--- src/rtl/fetch_sequencer_if.sv ---
// Handshake and bus bundle for fetch_sequencer: PC stream, PC update command,
// instruction memory, execute redirect and decode output.
interface fetch_sequencer_if #(
    parameter int unsigned XLEN = 32
);
    logic            i_pc_valid;
    logic [XLEN-1:0] i_pc_data;
    logic            o_incr_valid;
    logic            i_incr_ready;
    logic [1:0]      o_incr_op;
    logic [XLEN-1:0] o_incr_data;
    logic            o_imem_req_valid;
    logic            i_imem_req_ready;
    logic [XLEN-1:0] o_imem_req_addr;
    logic            i_imem_rsp_valid;
    logic [31:0]     i_imem_rsp_data;
    logic            i_redir_valid;
    logic [1:0]      i_redir_op;
    logic [XLEN-1:0] i_redir_data;
    logic            o_inst_valid;
    logic            i_inst_ready;
    logic [31:0]     o_inst_data;
    logic [XLEN-1:0] o_inst_pc;
    logic            o_misalign_err;

    modport slave (
        input  i_pc_valid, i_pc_data, i_incr_ready, i_imem_req_ready,
        input  i_imem_rsp_valid, i_imem_rsp_data, i_redir_valid, i_redir_op,
        input  i_redir_data, i_inst_ready,
        output o_incr_valid, o_incr_op, o_incr_data, o_imem_req_valid,
        output o_imem_req_addr, o_inst_valid, o_inst_data, o_inst_pc,
        output o_misalign_err
    );

    modport master (
        output i_pc_valid, i_pc_data, i_incr_ready, i_imem_req_ready,
        output i_imem_rsp_valid, i_imem_rsp_data, i_redir_valid, i_redir_op,
        output i_redir_data, i_inst_ready,
        input  o_incr_valid, o_incr_op, o_incr_data, o_imem_req_valid,
        input  o_imem_req_addr, o_inst_valid, o_inst_data, o_inst_pc,
        input  o_misalign_err
    );
endinterface

--- src/rtl/fetch_sequencer.sv ---
// Single-issue, non-pipelined instruction fetch sequencer.
// Optional macro FETCH_MISALIGN_CHECK_EN traps misaligned PCs into a sticky ERR state.
module fetch_sequencer #(
    parameter int unsigned XLEN = 32
) (
    input logic              clk,
    input logic              rst,
    fetch_sequencer_if.slave bus
);
    typedef enum logic [2:0] {
        S_IDLE,
        S_REQ,
        S_WAIT,
        S_OUT,
        S_UPD,
        S_SETTLE,
        S_ERR
    } state_t;

    state_t          r_state;
    state_t          w_next;
    logic [XLEN-1:0] r_pc;
    logic [31:0]     r_inst;
    logic            r_pend_valid;
    logic [1:0]      r_pend_op;
    logic [XLEN-1:0] r_pend_data;
    logic            w_redir;
    logic            w_pend_any;
    logic            w_misalign;

    assign w_redir    = bus.i_redir_valid && ((bus.i_redir_op == 2'b01) || (bus.i_redir_op == 2'b10));
    // A redirect landing in the response cycle also kills the word.
    assign w_pend_any = r_pend_valid || w_redir;

`ifdef FETCH_MISALIGN_CHECK_EN
    logic r_err;

    assign w_misalign         = |bus.i_pc_data[1:0];
    assign bus.o_misalign_err = r_err;
    assign bus.o_imem_req_addr = r_pc;

    always_ff @(posedge clk) begin
        if (rst) begin
            r_err <= 1'b0;
        end else if (r_state == S_IDLE && bus.i_pc_valid && w_misalign) begin
            r_err <= 1'b1;
        end
    end
`else
    assign w_misalign          = 1'b0;
    assign bus.o_misalign_err  = 1'b0;
    assign bus.o_imem_req_addr = {r_pc[XLEN-1:2], 2'b00};
`endif

    always_comb begin
        w_next = r_state;
        case (r_state)
            S_IDLE:   if (bus.i_pc_valid) w_next = w_misalign ? S_ERR : S_REQ;
            S_REQ:    if (bus.i_imem_req_ready) w_next = S_WAIT;
            S_WAIT:   if (bus.i_imem_rsp_valid) w_next = w_pend_any ? S_UPD : S_OUT;
            S_OUT:    if (bus.i_inst_ready || w_redir) w_next = S_UPD;
            S_UPD:    if (bus.i_incr_ready) w_next = S_SETTLE;
            S_SETTLE: w_next = S_IDLE;
            S_ERR:    w_next = S_ERR;
            default:  w_next = S_IDLE;
        endcase
    end

    always_ff @(posedge clk) begin
        if (rst) begin
            r_state      <= S_IDLE;
            r_pc         <= '0;
            r_inst       <= '0;
            r_pend_valid <= 1'b0;
            r_pend_op    <= '0;
            r_pend_data  <= '0;
        end else begin
            r_state <= w_next;
            if (r_state == S_IDLE && bus.i_pc_valid) begin
                r_pc <= bus.i_pc_data;
            end
            if (r_state == S_WAIT && bus.i_imem_rsp_valid) begin
                r_inst <= bus.i_imem_rsp_data;
            end
            // A fresh redirect wins over clearing the one just issued.
            if (w_redir) begin
                r_pend_valid <= 1'b1;
                r_pend_op    <= bus.i_redir_op;
                r_pend_data  <= bus.i_redir_data;
            end else if (r_state == S_UPD && bus.i_incr_ready && r_pend_valid) begin
                r_pend_valid <= 1'b0;
            end
        end
    end

    assign bus.o_imem_req_valid = (r_state == S_REQ);
    assign bus.o_inst_valid     = (r_state == S_OUT);
    assign bus.o_inst_data      = r_inst;
    assign bus.o_inst_pc        = r_pc;
    assign bus.o_incr_valid     = (r_state == S_UPD);
    assign bus.o_incr_op        = (r_state == S_UPD && r_pend_valid) ? r_pend_op : 2'b00;
    assign bus.o_incr_data      = (r_state == S_UPD && r_pend_valid) ? r_pend_data : '0;
endmodule
--- src/flat_wrapper.sv ---
// flat-port wrapper written by rule: the top's interface ports become plain ports
module fetch_sequencer_flat 
#(
    parameter int unsigned XLEN = 32
)
  (clk, rst, bus_i_pc_valid, bus_i_pc_data, bus_i_incr_ready, bus_i_imem_req_ready, bus_i_imem_rsp_valid, bus_i_imem_rsp_data, bus_i_redir_valid, bus_i_redir_op, bus_i_redir_data, bus_i_inst_ready, bus_o_incr_valid, bus_o_incr_op, bus_o_incr_data, bus_o_imem_req_valid, bus_o_imem_req_addr, bus_o_inst_valid, bus_o_inst_data, bus_o_inst_pc, bus_o_misalign_err);
  fetch_sequencer_if #(.XLEN(XLEN)) bus_i ();
  input logic clk;
  input logic rst;
  input wire logic [$bits(bus_i.i_pc_valid)-1:0] bus_i_pc_valid;
  input wire logic [$bits(bus_i.i_pc_data)-1:0] bus_i_pc_data;
  input wire logic [$bits(bus_i.i_incr_ready)-1:0] bus_i_incr_ready;
  input wire logic [$bits(bus_i.i_imem_req_ready)-1:0] bus_i_imem_req_ready;
  input wire logic [$bits(bus_i.i_imem_rsp_valid)-1:0] bus_i_imem_rsp_valid;
  input wire logic [$bits(bus_i.i_imem_rsp_data)-1:0] bus_i_imem_rsp_data;
  input wire logic [$bits(bus_i.i_redir_valid)-1:0] bus_i_redir_valid;
  input wire logic [$bits(bus_i.i_redir_op)-1:0] bus_i_redir_op;
  input wire logic [$bits(bus_i.i_redir_data)-1:0] bus_i_redir_data;
  input wire logic [$bits(bus_i.i_inst_ready)-1:0] bus_i_inst_ready;
  output wire logic [$bits(bus_i.o_incr_valid)-1:0] bus_o_incr_valid;
  output wire logic [$bits(bus_i.o_incr_op)-1:0] bus_o_incr_op;
  output wire logic [$bits(bus_i.o_incr_data)-1:0] bus_o_incr_data;
  output wire logic [$bits(bus_i.o_imem_req_valid)-1:0] bus_o_imem_req_valid;
  output wire logic [$bits(bus_i.o_imem_req_addr)-1:0] bus_o_imem_req_addr;
  output wire logic [$bits(bus_i.o_inst_valid)-1:0] bus_o_inst_valid;
  output wire logic [$bits(bus_i.o_inst_data)-1:0] bus_o_inst_data;
  output wire logic [$bits(bus_i.o_inst_pc)-1:0] bus_o_inst_pc;
  output wire logic [$bits(bus_i.o_misalign_err)-1:0] bus_o_misalign_err;
  assign bus_i.i_pc_valid = bus_i_pc_valid;
  assign bus_i.i_pc_data = bus_i_pc_data;
  assign bus_i.i_incr_ready = bus_i_incr_ready;
  assign bus_i.i_imem_req_ready = bus_i_imem_req_ready;
  assign bus_i.i_imem_rsp_valid = bus_i_imem_rsp_valid;
  assign bus_i.i_imem_rsp_data = bus_i_imem_rsp_data;
  assign bus_i.i_redir_valid = bus_i_redir_valid;
  assign bus_i.i_redir_op = bus_i_redir_op;
  assign bus_i.i_redir_data = bus_i_redir_data;
  assign bus_i.i_inst_ready = bus_i_inst_ready;
  assign bus_o_incr_valid = bus_i.o_incr_valid;
  assign bus_o_incr_op = bus_i.o_incr_op;
  assign bus_o_incr_data = bus_i.o_incr_data;
  assign bus_o_imem_req_valid = bus_i.o_imem_req_valid;
  assign bus_o_imem_req_addr = bus_i.o_imem_req_addr;
  assign bus_o_inst_valid = bus_i.o_inst_valid;
  assign bus_o_inst_data = bus_i.o_inst_data;
  assign bus_o_inst_pc = bus_i.o_inst_pc;
  assign bus_o_misalign_err = bus_i.o_misalign_err;
  fetch_sequencer #(.XLEN(XLEN)) u_core (.clk(clk), .rst(rst), .bus(bus_i));
endmodule
--- config.mk ---
export PLATFORM = sky130hd
export DESIGN_NAME = fetch_sequencer_flat
export DESIGN_NICKNAME = d
export VERILOG_FILES = /design/src/rtl/fetch_sequencer_if.sv /design/src/rtl/fetch_sequencer.sv /design/src/flat_wrapper.sv
export SDC_FILE = /design/constraint.sdc
export NUM_CORES = 1
export LEC_CHECK = 0
export CAP_MARGIN = 20
export CORE_ASPECT_RATIO = 0.7
export CORE_MARGIN = 3
export CORE_UTILIZATION = 38
export CTS_CLUSTER_DIAMETER = 100
export DETAILED_ROUTE_END_ITERATION = 16
export GPL_ROUTABILITY_DRIVEN = 0
export HOLD_SLACK_MARGIN = 0.06
export MAX_ROUTING_LAYER = met4
export PLACE_DENSITY = 0.8
export REMOVE_ABC_BUFFERS = 1
export SETUP_SLACK_MARGIN = 0.5
export SYNTH_ARGS = -nofsm -noshare
export SYNTH_HDL_FRONTEND = slang
export SYNTH_SLANG_ARGS = --single-unit
--- constraint.sdc ---
create_clock -name clk -period 1.77 [get_ports clk]
set_input_delay 0.2655 -clock clk [delete_from_list [all_inputs] [get_ports clk]]
set_output_delay 0.2655 -clock clk [all_outputs]
set_load 0.005 [all_outputs]
### Word-level counts from Yosys, hierarchy flattened

Index checks and enable logic that the tools add are counted.

* equal/unequal tests: 12
* muxes and demuxes: 11
* reduce and logical (&&, ||, !) cells: 12

Operator list (number)
* $mux W32: 1
* $mux W3: 6
* $pmux W3 S6: 1
* $ne A2 B2 Y1 const B: 4
* $eq A3 B2 Y1 const B: 2
* $eq A3 B3 Y1 const B: 2
* $logic_and A1 B1 Y1: 6
* $reduce_and A5 Y1: 1
* $eq A3 B1 Y1 const B: 1
* $logic_not A3 Y1: 1
* $logic_or A1 B1 Y1: 3
* $eq A2 B1 Y1 const B: 1
* $eq A2 B2 Y1 const B: 1
* $mux W1: 2
* $mux W2: 1
* $ne A2 B1 Y1 const B: 1
* $reduce_bool A2 Y1: 1

* flip-flop bits (word level): 102
* output and inout bits: 134

### Longest topological paths before layout

* depth in word-level cells: 7
* depth in mapped cells: 7
* depth with buffers taken out: 4

### Worst setup path before layout

No wires, ideal clock.

* path type: reg-to-output
* start: register u_core.r_state[0]
* end: output port bus_o_incr_data[10]
* arrival time: 1.120 ns
* path slack: 0.385 ns
* stages on the path, launching flop included: 5
* path buffers: 2
* cell sequence: dfxtp_1 > buf_4 > nor3b_4 > clkbuf_1 > and3_1

* cells in the longest elaborated chain, start to end: 3

RTL lines
* from (decl): RTL line fetch_sequencer.sv:20 `state_t r_state;`
* from (signal assigned): RTL line fetch_sequencer.sv:78 `r_state <= w_next;`
* $eq A3 B3 Y1: RTL line fetch_sequencer.sv:102 `assign bus.o_incr_data = (r_state == S_UPD && r_pend_valid) ? r_pend_data : '0;`
* $logic_and A1 B1 Y1: RTL line fetch_sequencer.sv:102
* $mux W32: RTL line fetch_sequencer.sv:102
* to (decl): RTL line flat_wrapper.sv:22 `output wire logic [$bits(bus_i.o_incr_data)-1:0] bus_o_incr_data;`

No other way between the ends.

### Worst setup path in the final report

* start: register u_core.r_state[1]
* end: output port bus_o_incr_data[2]

The elaborated chain is that of the path after synthesis.

==> metrics.txt <==
status complete, but fails checks; failing checks negative setup slack; pin count of the biggest net entering global routing between 50 and 60; Non-Filler Instances 926; Tmin final roughly 1.8 ns; Post-Synth Simple-Gate Area 0.2513; 1st-iter DRT viols around 230; largest family of logic cells by synthesized area simple AND/OR/NAND/NOR gates; Worst Path Max Fanout 4; cts bufs inserted 9; Synth Cell Area between 0.004 and 0.005 mm2; PortBufs 236; Crit Reg-Reg Startpoint u_core.r_state[1]$_SDFFE_PP0P_; hold buffer count at cts 0; H-Tree Level Count 3; FF-to-FF End u_core.bus.o_inst_pc[29]$_SDFFE_PP0P_; clock-pin slew on the worst setup and hold paths 0.07 ns; Reg2Reg Depth 9; Fin. Hold Viols 0; DR vias between 4,000 and 5,000; Post-DP HPWL 9326 um; share of post-route cells with drive strength above 1 0.4306; Power Density ~700 mW/mm2; TritonCTS clock tree built; Initial Utilization 0.3984; root buf cell clkbuf_16; width of the die between 100 and 150 um; register area share after synthesis 0.4859; fin nets 879; startpoint types flip-flop; crit path setup slack, layout -0.02556 ns; clock tree buffer depth 2; flops & latches, synth slightly above 100; worst setup path end bus_o_incr_data[2]; WP data required about 1.5 ns; WL final around 17,000 um; Final Setup Violations 13; # diodes 0; post-synthesis cell count 540; Syn Area/Cell approximately 7.8 um2; vias in the first global route about 4,400; maximum vdd ir drop 0.5121 mV; initial antenna violation count 0; first-pass GRT wire length 22,890 um; gr usage total 0.2346; drt wl/cell between 15 and 20 um; compound-cell area share of the yosys netlist 0.1384; min-delay worst type primary input to flip-flop; critical path class flip-flop to output port; crit path launch u_core.r_state[1]$_SDFFE_PP0P_; First-pass DRT Iterations 4; MaxCap Viol Count 0; xor and xnor area share after synthesis 0.003870; mux cell area share after synthesis 0.005954; Tcrit/Tclk final 1.014; detailed-route DRC error count 0; reg-to-reg slack, setup approximately 0.19 ns; core area between 0.01 and 0.015 mm2; chip height 93.99 um; num ports 240; num rows 31; total placed cells including tap cells around 870; Clock Latency Late Sink 0.34 ns; Die ar. between 0.01 and 0.015 mm2; clock skew approximately 0.0063 ns; clock sink count around 100; Via density between 5 and 6; Ys Warns 0; max-slew violation count 0; CP endpoint kind output port; Hold WS approximately 0.33 ns; worst path arrival time about 1.5 ns; LEAKAGE about 3.7 nW; adder-cell area share of the yosys netlist 0; RSZ-0062 raised after global routing yes; number of distinct library cells after synthesis 33; Achievable Freq about 0.56 GHz; Routed Antenna Nets 0; grt ovf 0; Layout area overhead 96.84%
-- routing by layer --
layer  vias to the layer above  part of all wire  track usage
li1                       2202                 -            -
met1                      2318              0.41       0.2736
met2                       186              0.51       0.4138
met3                        32             0.053      0.05514
met4                         0             0.021      0.05944
met5                         -                 0            -
-- layout make-up --
cell class / count / area [um2]
Sequential cell: 102 / 2106
Timing Repair Buffer: 294 / 3120
Inverter: 2 / 22.52
Tap cell: 148 / 185.2
Clock buffer: 10 / 229.0
Fill cell: 705 / 2277
Multi-Input combinational cell: 364 / 2564
Clock inverter: 6 / 46.29
-- per-stage QoR --
step            TNS, ns    util  total power [mW]  setup slack [ns]  instance area [um2]
4_1_cts         -0.8347  0.7029             5.516          -0.05732                 7416
3_3_place_gp          0  0.6161             3.520           0.07119                 6500
5_1_grt          -1.581  0.7842             6.024          -0.06841                 8273
3_5_place_dp   -0.01951  0.6161             3.547          -0.01543                 6500
2_1_floorplan         0       -             2.833            0.1097                 3740
6_report       -0.09319  0.7842             5.775          -0.02556                 8273
-- synthesized netlist by cell type --
| cell type | instances | area (um2) |
|---|---|---|
| o21ai_1 | 1 | 5.000 |
| nand3_1 | 3 | 15.01 |
| nand2_2 | 1 | 6.260 |
| nand2_1 | 197 | 739.5 |
| inv_1 | 2 | 7.510 |
| buf_2 | 3 | 15.01 |
| conb_1 | 1 | 3.750 |
| nor2_1 | 4 | 15.01 |
| and2_1 | 1 | 6.260 |
| a41o_1 | 1 | 10.01 |
| a31o_1 | 1 | 8.760 |
| a211oi_1 | 2 | 15.01 |
| nor3b_4 | 1 | 18.77 |
| buf_4 | 44 | 330.3 |
| o21a_1 | 1 | 7.510 |
| o311ai_1 | 1 | 8.760 |
| clkbuf_1 | 24 | 90.09 |
| buf_6 | 2 | 22.52 |
| xor2_2 | 1 | 16.27 |
| o211ai_1 | 1 | 7.510 |
| o32ai_1 | 1 | 8.760 |
| and3_1 | 35 | 219.0 |
| a21oi_1 | 100 | 500.5 |
| dfxtp_1 | 102 | 2042 |
| nor4b_1 | 1 | 8.760 |
| nor2_2 | 1 | 6.260 |
| o21ai_0 | 2 | 10.01 |
| mux2i_1 | 1 | 10.01 |
| or2_0 | 1 | 6.260 |
| dlymetal6s2s_1 | 1 | 12.51 |
| nor3b_1 | 1 | 7.510 |
| mux2_4 | 1 | 15.01 |
| and3_2 | 1 | 7.510 |
-- where the power goes --
part,switching [mW],internal [mW]
registers,0.0957,2.44
logic,0.641,0.770
clock network,0.867,0.964
total,1.60,4.17
-- what timing repair did --
action / in CTS / in global routing
endpoints found under the setup margin: 231 / 140
cloned: 10 / 8
setup buffers: 11 / 12
pin swaps: 32 / 36
resized for setup: 357 / 231
-- cell usage in the layout (no fill, tap or decap), drive strengths merged, types with 2 or more instances in the layout --
master,Yosys,final
a211oi,2,2
a21oi,100,100
and3,36,36
buf,49,86
bufbuf,0,2
clkbuf,24,21
clkdlybuf4s15,0,2
clkdlybuf4s50,0,101
clkinv,0,3
clkinvlp,0,2
conb,1,3
dfxtp,102,102
dlygate4sd2,0,91
inv,2,3
nand2,198,198
nand3,3,3
nor2,5,5
nor3b,2,2
o21ai,3,3
-- worst min path at each step --
stage / depth (start not counted) / to / start / slack (ns)
after global placement: 2 / u_core.r_pend_data[17]$_SDFFE_PP0P_ / u_core.r_pend_data[17]$_SDFFE_PP0P_ / 0.44
after detailed placement: 2 / u_core.r_pend_data[15]$_SDFFE_PP0P_ / u_core.r_pend_data[15]$_SDFFE_PP0P_ / 0.44
after CTS: 2 / u_core.r_pend_data[7]$_SDFFE_PP0P_ / rst / 0.30
final: 2 / u_core.r_pend_data[5]$_SDFFE_PP0P_ / rst / 0.33
after floorplan: 1 / u_core.bus.o_inst_data[0]$_SDFFE_PP0P_ / rst / 0.33
after global routing: 2 / u_core.r_pend_data[10]$_SDFFE_PP0P_ / rst / 0.34
-- critical path: stages, from the launching register on --
cell       delay (ns)
dfxtp_4          0.36
nor3b_4          0.22
buf_6            0.17
clkbuf_16        0.15
and3_4           0.20
buf_6            0.09
-- state kept, by name, summed over array words and instances (netlist names) --
name,cells
u_core.r_state,3
u_core.bus.o_inst_data,32
u_core.r_pend_valid,1
u_core.r_pend_data,32
u_core.r_pend_op,2
u_core.bus.o_inst_pc,32
-- cell families (layout without fill, tap and decap cells) --
logic type             Yosys count  count (layout)
XOR/XNOR                         1               1
AND/OR/NAND/NOR                247             247
other                            1               3
AO/OA/AOI/OAI                  111             111
flip-flops                     102             102
multiplexers                     2               2
buffers and inverters           76             312
Note: power is estimated with default switching activity, not from simulation.
